===== src/rtl/csidh_pkg.sv =====
// Shared constants and types for the CSIDH-512 final-correction sequencer.
package csidh_pkg;

  localparam int CSIDH_NLIMB = 8;
  localparam int CSIDH_XLEN  = 64;

  typedef enum logic {
    LOAD = 1'b0,
    EMIT = 1'b1
  } corr_state_e;

  // CSIDH-512 prime, limb 0 first; only the testbench's ISE model uses these.
  localparam logic [63:0] CSIDH_P [8] = '{
    64'h1b81b90533c6c87b, 64'hc2721bf457aca835,
    64'h516730cc1f0b4f25, 64'ha7aac6c567f35507,
    64'h5afbfcc69322c9cd, 64'hb42d083aedc88c42,
    64'hfc8ab0d15e3e4c4a, 64'h65b48e8f740f89bf
  };

endpackage


===== src/rtl/csidh_corr_limb.sv =====
// Per-limb borrow/carry detection and +/-1 adjust around the ISE result.
module csidh_corr_limb #(
  parameter int XLEN = 64
) (
  input  logic            sub_mode_i,
  input  logic [XLEN-1:0] rd_i,
  input  logic [XLEN-1:0] ref_i,
  input  logic            cin_i,
  output logic [XLEN-1:0] res_o,
  output logic            cout_o
);

  logic [XLEN-1:0] cin_ext;
  assign cin_ext = {{(XLEN-1){1'b0}}, cin_i};

  // Subtract: rd = ref - p wrapped iff rd > ref. Add: rd = ref + (mask&p) wrapped iff rd < ref.
  always_comb begin
    if (sub_mode_i) begin
      res_o  = rd_i - cin_ext;
      cout_o = (rd_i > ref_i) | (cin_i & (rd_i == '0));
    end else begin
      res_o  = rd_i + cin_ext;
      cout_o = (rd_i < ref_i) | (cin_i & (rd_i == '1));
    end
  end

endmodule


===== src/rtl/csidh_corr_seq.sv =====
// Conditional subtract-p sequencer: streams in a in [0,2p), streams out a mod p via the ISE unit.
// Optional corr_added status output when CSIDH_CORR_STAT_EN is defined.
//   state | meaning
//   LOAD  | accept limbs, buf[idx] = a - p - borrow
//   EMIT  | output limbs, buf[idx] + (mask & p) + carry
module csidh_corr_seq
  import csidh_pkg::*;
#(
  parameter int NLIMB = CSIDH_NLIMB,
  parameter int XLEN  = CSIDH_XLEN
) (
  input  logic            g_clk,
  input  logic            g_resetn,
  input  logic            in_valid,
  output logic            in_ready,
  input  logic [XLEN-1:0] in_limb,
  output logic            out_valid,
  input  logic            out_ready,
  output logic [XLEN-1:0] out_limb,
  output logic            out_last,
  output logic [XLEN-1:0] ise_rs1,
  output logic [XLEN-1:0] ise_rs2,
  output logic [2:0]      ise_imm,
  output logic            ise_op_andadd,
  output logic            ise_op_sub,
  input  logic [XLEN-1:0] ise_rd
`ifdef CSIDH_CORR_STAT_EN
  ,
  output logic            corr_added
`endif
);

  corr_state_e     state_q, state_d;
  logic [2:0]      idx_q, idx_d;
  logic            bin_q, bin_d;
  logic            carry_q, carry_d;
  logic [XLEN-1:0] mask_q, mask_d;
  logic [XLEN-1:0] buf_q [NLIMB];
  logic [XLEN-1:0] buf_rd;
  logic            buf_we;
  logic            is_last;
  logic            adj_sub;
  logic [XLEN-1:0] adj_ref, adj_res;
  logic            adj_cin, adj_cout;

  assign buf_rd  = buf_q[idx_q];
  assign is_last = (idx_q == 3'(NLIMB-1));
  assign adj_sub = (state_q == LOAD);
  assign adj_ref = adj_sub ? in_limb : buf_rd;
  assign adj_cin = adj_sub ? bin_q : carry_q;

  csidh_corr_limb #(.XLEN(XLEN)) u_limb (
    .sub_mode_i (adj_sub),
    .rd_i       (ise_rd),
    .ref_i      (adj_ref),
    .cin_i      (adj_cin),
    .res_o      (adj_res),
    .cout_o     (adj_cout)
  );

  always_comb begin
    state_d       = state_q;
    idx_d         = idx_q;
    bin_d         = bin_q;
    carry_d       = carry_q;
    mask_d        = mask_q;
    buf_we        = 1'b0;
    in_ready      = 1'b0;
    out_valid     = 1'b0;
    out_last      = 1'b0;
    out_limb      = '0;
    ise_op_sub    = 1'b0;
    ise_op_andadd = 1'b0;
    ise_rs1       = '0;
    ise_rs2       = '0;
    ise_imm       = idx_q;
    case (state_q)
      LOAD: begin
        in_ready   = 1'b1;
        ise_op_sub = in_valid;
        ise_rs1    = in_limb;
        if (in_valid) begin
          buf_we = 1'b1;
          bin_d  = adj_cout;
          idx_d  = idx_q + 3'd1;
          if (is_last) begin
            mask_d  = {XLEN{adj_cout}};
            idx_d   = 3'd0;
            carry_d = 1'b0;
            state_d = EMIT;
          end
        end
      end
      EMIT: begin
        out_valid     = 1'b1;
        out_last      = is_last;
        out_limb      = adj_res;
        ise_op_andadd = 1'b1;
        ise_rs1       = mask_q;
        ise_rs2       = buf_rd;
        if (out_ready) begin
          carry_d = adj_cout;
          idx_d   = idx_q + 3'd1;
          if (is_last) begin
            idx_d   = 3'd0;
            bin_d   = 1'b0;
            state_d = LOAD;
          end
        end
      end
      default: state_d = LOAD;
    endcase
  end

  always_ff @(posedge g_clk or negedge g_resetn) begin
    if (!g_resetn) begin
      state_q <= LOAD;
      idx_q   <= 3'd0;
      bin_q   <= 1'b0;
      carry_q <= 1'b0;
      mask_q  <= '0;
    end else begin
      state_q <= state_d;
      idx_q   <= idx_d;
      bin_q   <= bin_d;
      carry_q <= carry_d;
      mask_q  <= mask_d;
    end
  end

  // Operand buffer needs no reset: every entry is rewritten before EMIT reads it.
  always_ff @(posedge g_clk) begin
    if (buf_we) buf_q[idx_q] <= adj_res;
  end

`ifdef CSIDH_CORR_STAT_EN
  assign corr_added = mask_q[0];
`endif

endmodule


===== config.mk =====
export PLATFORM = sky130hd
export DESIGN_NAME = csidh_corr_seq
export DESIGN_NICKNAME = d
export VERILOG_FILES = /design/src/rtl/csidh_pkg.sv /design/src/rtl/csidh_corr_limb.sv /design/src/rtl/csidh_corr_seq.sv
export SDC_FILE = /design/constraint.sdc
export NUM_CORES = 1
export LEC_CHECK = 0
export BUFFER_PORTS_ARGS = -buffer_cell sky130_fd_sc_hd__buf_2
export CELL_PAD_IN_SITES_DETAIL_PLACEMENT = 0
export CELL_PAD_IN_SITES_GLOBAL_PLACEMENT = 1
export CORE_MARGIN = 2
export CORE_UTILIZATION = 35
export DETAILED_ROUTE_END_ITERATION = 8
export PLACE_DENSITY = 0.64
export SYNTH_ARGS = -nofsm -noshare
export SYNTH_HDL_FRONTEND = slang
export SYNTH_SLANG_ARGS = --single-unit

===== constraint.sdc =====
create_clock -name g_clk -period 7.2 [get_ports g_clk]
set_input_delay 0.72 -clock g_clk [delete_from_list [all_inputs] [get_ports g_clk]]
set_output_delay 0.72 -clock g_clk [all_outputs]
set_load 0.1 [all_outputs]

---- Yosys cells after proc, flatten, opt, wreduce, memory -nomap -nowiden ----
Memory sizes are Yosys's and may differ from the RTL's.
Cells that the tools add are included.
word-level totals
  bits in registers ....................... 7
  bits in writable memories ............... 512
  output and inout port bits .............. 200
  word-level logic and storage cells ...... 58
  memories kept ........................... 1
memory list
  memory  depth  bits a word  read ports  clocked after Yosys merged registers in  write ports  line                  RTL
  buf_q   8      64           1           0                                        1            csidh_corr_seq.sv:38  logic [XLEN-1:0] buf_q [NLIMB];
cells by class
  add/subtract/negate cells ............... 3
  magnitude comparators ................... 2
  equal/unequal tests ..................... 6
  mux-type cells .......................... 31
  bitwise logic cells ..................... 5
  reductions and logical operators ........ 5
operators with widths
  cell                                           number
  two-way mux 64 bit                             4
  case mux 64 bit (2 select lines)               1
  adder 64 x 1 -> 64 bit                         1
  == test 64 bit, second input constant          1
  > comparator 64 bit                            1
  logical NOT 64 bit                             1
  less-than comparator 64 bit                    1
  subtractor 64 x 1 -> 64 bit                    1
  two-way mux 1 bit                              19
  two-way mux 3 bit                              3
  AND reduction 3 bit                            3
  != test 2 bit, second input constant           3
  case mux 1 bit (2 select lines)                3
  case mux 3 bit (2 select lines)                1
  adder 3 x 1 -> 3 bit, second input constant    1
  == test 3 bit, second input constant           1
  AND 1 bit                                      2
  != test 2 x 1 -> 1 bit, second input constant  1
  bitwise OR 1 bit                               2
  AND reduction 2 bit                            1
  inverter 1 bit                                 1

---- Depth between registers and ports, before layout ----
Gate-level depths: netlist of the first run.
An unclocked memory read counts as a cell.
  word-level depth ........................ 7
  mapped depth ............................ 19
  depth with buffers taken out ............ 16

---- Cells and area by module ----
A second synthesis of the first run with hierarchy kept.
second synthesis, totals
  cell total of the unflattened synthesis .. 2541
  area, all modules ....................... 28199.5 um^2
by module, submodules not included
  module           times used  cells an instance  area each (um^2)  sequential area each (um^2)
  csidh_corr_seq   1           1735               22511.6           15549.9
  csidh_corr_limb  1           806                5688.0            0.0

---- Worst setup path before layout of the first run ----
No wires, ideal clock.
  path kind ............................... register to output
  start point ............................. reg state_q
  end point ............................... out out_limb[51]
  data arrival time ....................... 7.511 ns
  data required time ...................... 6.480 ns
  setup slack ............................. -1.031 ns
  stages on the path, launching flop included .. 13
  path buffers ............................ 0
  cell sequence ........................... dfrtp_1 nor2b_1 ha_1 and2_1 a221oi_2 a21bo_2 and4_1 o31ai_4 a31oi_4 o31ai_4 a21o_2 and3_1 nor4_2
on the way
  word-level cells in the longest chain between the ends .. 4
  elaborated cells on any way between the ends .. 5
  those cells by class .................... 2 x add/sub; 3 x mux
RTL lines
  what                                                                   line                                          RTL
  start, declared                                                        csidh_corr_seq.sv:33                          corr_state_e state_q, state_d;
  start signal, assigned                                                 csidh_corr_seq.sv:123                         state_q <= state_d;
  two-way mux 1 bit                                                      csidh_corr_seq.sv:50                          assign adj_cin = adj_sub ? bin_q : carry_q;
  subtractor 64 x 1 -> 64 bit or adder 64 x 1 -> 64 bit (tied branches)  csidh_corr_limb.sv:19, csidh_corr_limb.sv:22
  two-way mux 64 bit                                                     csidh_corr_limb.sv:18                         if (sub_mode_i) begin
  two-way mux 64 bit *                                                   csidh_corr_seq.sv:77                          case (state_q)
  end, declared                                                          csidh_corr_seq.sv:19                          output logic [XLEN-1:0] out_limb,
Mark *: on every way between the ends. The rest lies on a longest branch, timed or not.

---- Worst setup path in the final report of the first run ----
  start point ............................. reg state_q
  end point ............................... out out_limb[56]
on the way
  word-level cells in the longest chain between the ends .. 4
  elaborated cells on any way between the ends .. 5
  those cells by class .................... 2 x add/sub; 3 x mux
RTL lines
  what                                                                   line                                          RTL
  two-way mux 1 bit                                                      csidh_corr_seq.sv:50
  subtractor 64 x 1 -> 64 bit or adder 64 x 1 -> 64 bit (tied branches)  csidh_corr_limb.sv:19, csidh_corr_limb.sv:22
  two-way mux 64 bit *                                                   csidh_corr_limb.sv:18
  net adj_res[56]                                                        csidh_corr_seq.sv:43                          logic [XLEN-1:0] adj_ref, adj_res;
  two-way mux 64 bit *                                                   csidh_corr_seq.sv:77
Mark *: on every way through the listed nets, which the timed path passes. The rest lies on a longest branch.

==> results of run 1 <==
## routing by layer
metal  vias to the layer above  track usage [%]  wire (um)
met4                         2            6.458       2225
met3                       112            4.914       7274
li1                       8695                -          -
met2                       787            37.41      41970
met5                         -                0         11
met1                      9572            30.73      37030
## sequential cells by signal, summed over array words and instances, names as in the netlist
name and count:
carry_q 1, buf_q 512, bin_q 1, mask_q 1, state_q 1, ise_imm 3
## worst min path at each step
stage / from / to / depth (start not counted)
after floorplan: g_resetn / bin_q / 0
final: out_ready / state_q / 2
after CTS: out_ready / state_q / 2
after detailed placement: g_resetn / ise_imm[0] / 1
after global routing: out_ready / state_q / 2
after global placement: g_resetn / ise_imm[2] / 1
## synthesized netlist by cell type (6+ instances only)
| cell type | n |
|---|---|
| sky130_fd_sc_hd__a21oi_1 | 164 |
| sky130_fd_sc_hd__xnor2_1 | 33 |
| sky130_fd_sc_hd__o21bai_1 | 12 |
| sky130_fd_sc_hd__nand3_1 | 22 |
| sky130_fd_sc_hd__a21o_1 | 57 |
| sky130_fd_sc_hd__nor4_1 | 21 |
| sky130_fd_sc_hd__a221oi_1 | 66 |
| sky130_fd_sc_hd__o21a_1 | 11 |
| sky130_fd_sc_hd__nand2b_1 | 6 |
| sky130_fd_sc_hd__and2_1 | 71 |
| sky130_fd_sc_hd__buf_1 | 12 |
| sky130_fd_sc_hd__a22o_1 | 64 |
| sky130_fd_sc_hd__o21ai_0 | 103 |
| sky130_fd_sc_hd__and3_1 | 8 |
| sky130_fd_sc_hd__nor2_1 | 54 |
| sky130_fd_sc_hd__nand4_1 | 51 |
| sky130_fd_sc_hd__edfxtp_1 | 512 |
| sky130_fd_sc_hd__a31oi_1 | 70 |
| sky130_fd_sc_hd__buf_2 | 13 |
| sky130_fd_sc_hd__o21ai_1 | 8 |
| sky130_fd_sc_hd__inv_1 | 86 |
| sky130_fd_sc_hd__a211oi_1 | 8 |
| sky130_fd_sc_hd__nand2_1 | 67 |
| sky130_fd_sc_hd__ha_1 | 129 |
| sky130_fd_sc_hd__xor2_1 | 21 |
| sky130_fd_sc_hd__nor3_1 | 25 |
| sky130_fd_sc_hd__nor2b_1 | 12 |
| sky130_fd_sc_hd__clkbuf_1 | 96 |
| sky130_fd_sc_hd__dfrtp_1 | 7 |
| sky130_fd_sc_hd__a22oi_1 | 129 |
## cell families after synthesis
| group | Yosys count | share of synthesized area (%) |
|---|---|---|
| simple gates | 364 | 7.694 |
| fa+ha+maj | 130 | 6.363 |
| compound gates | 746 | 20.09 |
| xor+xnor | 56 | 1.968 |
| mux | 4 | 0.1657 |
| flops | 519 | 60.55 |
| buf+inv | 211 | 3.167 |
## final cells by class
cell class / count / area, um2 / area share, %
flip-flops and latches: 519 / 15550 / 51.48
repair buffers: 366 / 2022 / 6.692
multi-input cells: 1300 / 9382 / 31.05
inverters: 88 / 335.3 / 1.110
clock buffers: 59 / 1349 / 4.464
well taps: 959 / 1200 / 3.972
clock inverters: 36 / 364.1 / 1.205
diodes: 3 / 7.507 / 0.02485
## worst max-delay path, delay by kind of cell, from the launching register on
kind	cells	cell delay, ps
AOI/OAI and AO/OA	4	910
xor gates and xnor gates	1	620
adders and majority gates	1	350
buffers and inverters	3	1270
DFF	1	640
and+or+nand+nor	5	1120
## stage by stage
step | area, um2 | cells | worst slack (ps) | util, %
after floorplan | 25680 | 2030 | 95.22 | -
after global placement | 28480 | 3231 | 1597 | 39.11
after detailed placement | 28480 | 3231 | 1507 | 39.11
after CTS | 30210 | 3327 | 825.4 | 41.47
after global routing | 30210 | 3329 | 560.4 | 41.48
final | 30210 | 3330 | 897.7 | 41.48
## what timing repair did
| item | in CTS | in global routing |
|---|---|---|
| endpoints found under the hold margin | 7 | 0 |
| setup endpoints to repair | 0 | 0 |
| hold buffers | 1 | 0 |
==> flow_summary.yaml, run 1 <==
clocking:
  clk_root_buffer_cell: "sky130_fd_sc_hd__clkbuf_16"
  clk-insertion-delay-late_ps: 620
  ctsResizeCount: 0
  cts_tree: "built"
  cts.reportedPaths.clkPinSlew_ps: 70
  cts_buffers: 52
  max_h_tree_level: 2
  postCtsSetupBuffers: 0
  cts.sinks: 519
  cts_buffer_depth: 3
die:
  floorplan.die_area_um2: 75550
  die_h_um: 274.9
  ios: 332
  chipWidth_um: 274.9
  core-area_um2: 72830
  initial_utilization_pct: 35.26
  number_of_core_rows: 99
sta:
  finalWorstPathRequiredPeriod_ps: 6302
  worst-slew-pin-transition_ps: 1234
  slew_violations: 0
  clock_skew_ps: 27.00
  finalHoldViolCount: 0
  tns_ps: 0
  setup_viol: 0
  rsz_0062_raised_after_global_routing: "false"
  final.period_utilization_pct: 87.53
  timing.hold.ws_ps: 430.8
  max_slew_margin_pct: 17.75
  max_freq_mhz: 158.7
flow_run:
  timing.max_cap.violations: 0
setup_path:
  timing.rr.end: "bin_q"
  termination_of_the_worst_setup_path: "out_limb[56]"
  r2r_start: "ise_imm[0]"
  worst_setup_path_end_kind: "output pin"
  regToRegSetupSlack_ps: 1790
  critPathMaxFanout: 34
  critical_path_cell_by_cell: "nor2b_4 > buf_4 > buf_4 > ha_1 > nand4_1 > or3_1 > o22ai_1 > nor3_1 > o31a_2 > o21ai_1 > a21boi_0 > xnor2_1 > and2_1 > buf_2"
  startpoint: "state_q"
  critical_path.max_stage_delay_ps: 640
  worstRegToRegCells: 16
  critical_path.most_common_cell: "sky130_fd_sc_hd__buf_4"
  arrival_time_reported_for_the_critical_path_endpoint_ps: 5580
  path_class: "register to output pin"
  worst_setup_path_start_kind: "register"
  cp_slowest_cell: "sky130_fd_sc_hd__dfrtp_4"
  worstPathRequired_ps: 6480
finish:
  layout.nets: 2589
  num-fill-cells: 6884
  final_common_cell: "sky130_fd_sc_hd__edfxtp_1"
  syn2layout_area_growth_pct: 17.65
  post_route_cells_drive_above_1_share_pct: 20.86
  layout_common_cells: "sky130_fd_sc_hd__edfxtp_1 (512), sky130_fd_sc_hd__buf_2 (331), sky130_fd_sc_hd__a21oi_1 (164)"
status:
  outcome: "finished, final reports clean"
grt:
  grt_max_degree: 106
  global_route.usage.total_pct: 22.88
  number_of_global_route_vias_before_repair: 18480
  wire_length_of_the_first_global_routing_pass_mm: 126.3
  antenna_found_initial: 4
  grt_remaining_overflow: 0
synth:
  async_reset_ff_share_pct: 1.349
  yosys.area.top_type_share_pct: 59.87
  synth-seq-cells: 519
  synth_enable_flop_cells: 512
  post_synth_num_cell_types: 84
  synthDominantAreaCellType: "sky130_fd_sc_hd__edfxtp_1"
  synth_top_flop_cell: "sky130_fd_sc_hd__edfxtp_1"
  yosys-top-cells-area: "sky130_fd_sc_hd__edfxtp_1 (60%), sky130_fd_sc_hd__ha_1 (6.3%), sky130_fd_sc_hd__a22oi_1 (3.8%)"
  synth.cell_area_um2: 25680
  synth-warning-count: 0
  synth_cells: 2030
  synth_fp_nets: 2292
  syn-mean-instance-area_um2: 12.65
  sequential_cell_area_fraction_in_the_yosys_report_pct: 60.55
drt:
  drt_wl_total_mm: 88.51
  detailroute.via_count: 19170
  dr.first_iter.drc_count: 1747
  drt_pre_antenna_iters: 5
  detail_route.vias_per_cell: 5.756
  drtAntennaViolNets: 0
  wl_per_cell_um: 26.58
  route.detailed.drc: 0
placed_design:
  dpl.hpwl_mm: 58.59
  gp_congestion: 0.9285
  portBuffers: 331
min_path:
  hold_class: "input port to register"
Power of run 1 is not shown: default switching activity piles up to over one toggle a cycle in this logic, so the estimate is an artifact.
==> inputs of run 2 (changes only) <==
Settings changed: CORE_ASPECT_RATIO set to 1.1, CTS_BUF_LIST set to sky130_fd_sc_hd__clkbuf_4 sky130_fd_sc_hd__clkbuf_8.
==> flow_summary.yaml, run 2 (synthesis results as in run 1) <==
status:
  outcome: "finished, final reports clean"
sta:
  tns_ps: 0
  clock_skew_ps: 26.92
  worst-slew-pin-transition_ps: 1177
  final.period_utilization_pct: 89.87
  finalHoldViolCount: 0
  rsz_0062_raised_after_global_routing: "false"
  finalWorstPathRequiredPeriod_ps: 6471
  max_freq_mhz: 154.5
  slew_violations: 0
  max_slew_margin_pct: 21.54
  setup_viol: 0
setup_path:
  cpLargestDelayFamily: "compound AO/OA/AOI/OAI gates"
  critical_path.max_stage_delay_ps: 890
  critical_path_cell_by_cell: "nor2b_4 > buf_4 > ha_1 > nand4_1 > nor3_1 > nand3_1 > a211oi_1 > a31oi_1 > o31a_2 > o21ai_1 > a21boi_0 > xnor2_1 > and2_1 > buf_2"
  cp_slowest_cell: "sky130_fd_sc_hd__dfrtp_4"
  worstPathRequired_ps: 6480
  path_class: "register to output pin"
  arrival_time_reported_for_the_critical_path_endpoint_ps: 5750
  critical_path.n_buffers_inverters: 2
  critPathMaxFanout: 67
  worst_setup_path_end_kind: "output pin"
  worst_setup_path_start_kind: "register"
finish:
  largest_register_ffs: 512
  syn2layout_area_growth_pct: 17.65
  stdcell_area_um2: 30210
  largest-register: "buf_q"
  final_common_cell: "sky130_fd_sc_hd__edfxtp_1"
  finalNonFillerCells: 3385
  layout_common_cells: "sky130_fd_sc_hd__edfxtp_1 (512), sky130_fd_sc_hd__buf_2 (331), sky130_fd_sc_hd__a21oi_1 (164)"
  layout.nets: 2627
  post_route_cells_drive_above_1_share_pct: 22.87
drt:
  dr.first_iter.drc_count: 1436
  detail_route.vias_per_cell: 5.730
  drtAntennaViolNets: 0
  drt_wl_total_mm: 91.17
  drt_pre_antenna_iters: 5
  route.detailed.drc: 0
  wl_per_cell_um: 26.93
  detailroute.via_count: 19400
clocking:
  cts.sinks: 519
  max_h_tree_level: 3
  ctsResizeCount: 0
  cts_buffers: 81
  clk-insertion-delay-late_ps: 680
  postCtsSetupBuffers: 0
  clk_root_buffer_cell: "sky130_fd_sc_hd__clkbuf_8"
  cts_buffer_depth: 3
  cts.reportedPaths.clkPinSlew_ps: 60
  hold_buffers: 1
  cts_tree: "built"
die:
  core-area_um2: 72870
  number_of_core_rows: 104
  floorplan.die_area_um2: 75560
  ios: 332
  initial_utilization_pct: 35.24
  chipWidth_um: 262.3
  die_h_um: 288.1
grt:
  wire_length_of_the_first_global_routing_pass_mm: 130.8
  global_route.usage.total_pct: 23.43
  grt_max_degree: 87
  grt_remaining_overflow: 0
  antenna_found_initial: 4
  number_of_global_route_vias_before_repair: 19040
placed_design:
  portBuffers: 331
  post_dp_cell_area_um2: 28520
  dpl.hpwl_mm: 60.79
  place_inst: 3235
  gp_congestion: 0.8781
flow_run:
  timing.max_cap.violations: 0
min_path:
  hold_class: "input port to register"
==> run 2: routing by layer <==
layer | vias up | GRT usage (%) | share of wire, %
li1 | 8765 | - | -
met1 | 9868 | 31.01 | 43
met2 | 654 | 39.95 | 49
met3 | 107 | 3.704 | 5.7
met4 | 2 | 6.406 | 2.2
met5 | - | 0 | 0.018
==> run 2: final cells by class <==
cell class / instances / area, um2
multi-input combinational: 1300 / 9382
fill: 6902 / 42660
clock buffer: 112 / 1360
sequential: 519 / 15550
tap: 954 / 1194
antenna: 4 / 10.01
inverter: 88 / 332.8
clock inverter: 33 / 315.3
timing repair buffer: 375 / 2064
==> run 2: per-stage QoR <==
| step | setup slack [ps] | hold slack [ps] | utilization [%] |
|---|---|---|---|
| after floorplan | 95.22 | 424.4 | - |
| after global placement | 1529 | 581.0 | 39.13 |
| after detailed placement | 1414 | 573.8 | 39.13 |
| after CTS | 657.9 | 280.6 | 41.45 |
| after global routing | 349.8 | 315.0 | 41.45 |
| final | 729.5 | 337.6 | 41.46 |
==> run 2: worst paths after layout <==
path / from / endpoint / depth (start not counted) / slack, ps
max in group asynchronous: g_resetn / state_q / 2 / 6560
min: out_ready / state_q / 2 / 340
min reg2reg: mask_q[0] / mask_q[0] / 3 / 590
max reg2reg: ise_imm[0] / bin_q / 16 / 1850
min in group asynchronous: g_resetn / ise_imm[2] / 2 / 430
max: state_q / out_limb[56] / 14 / 730
Power of run 2 is left out for the same reason.
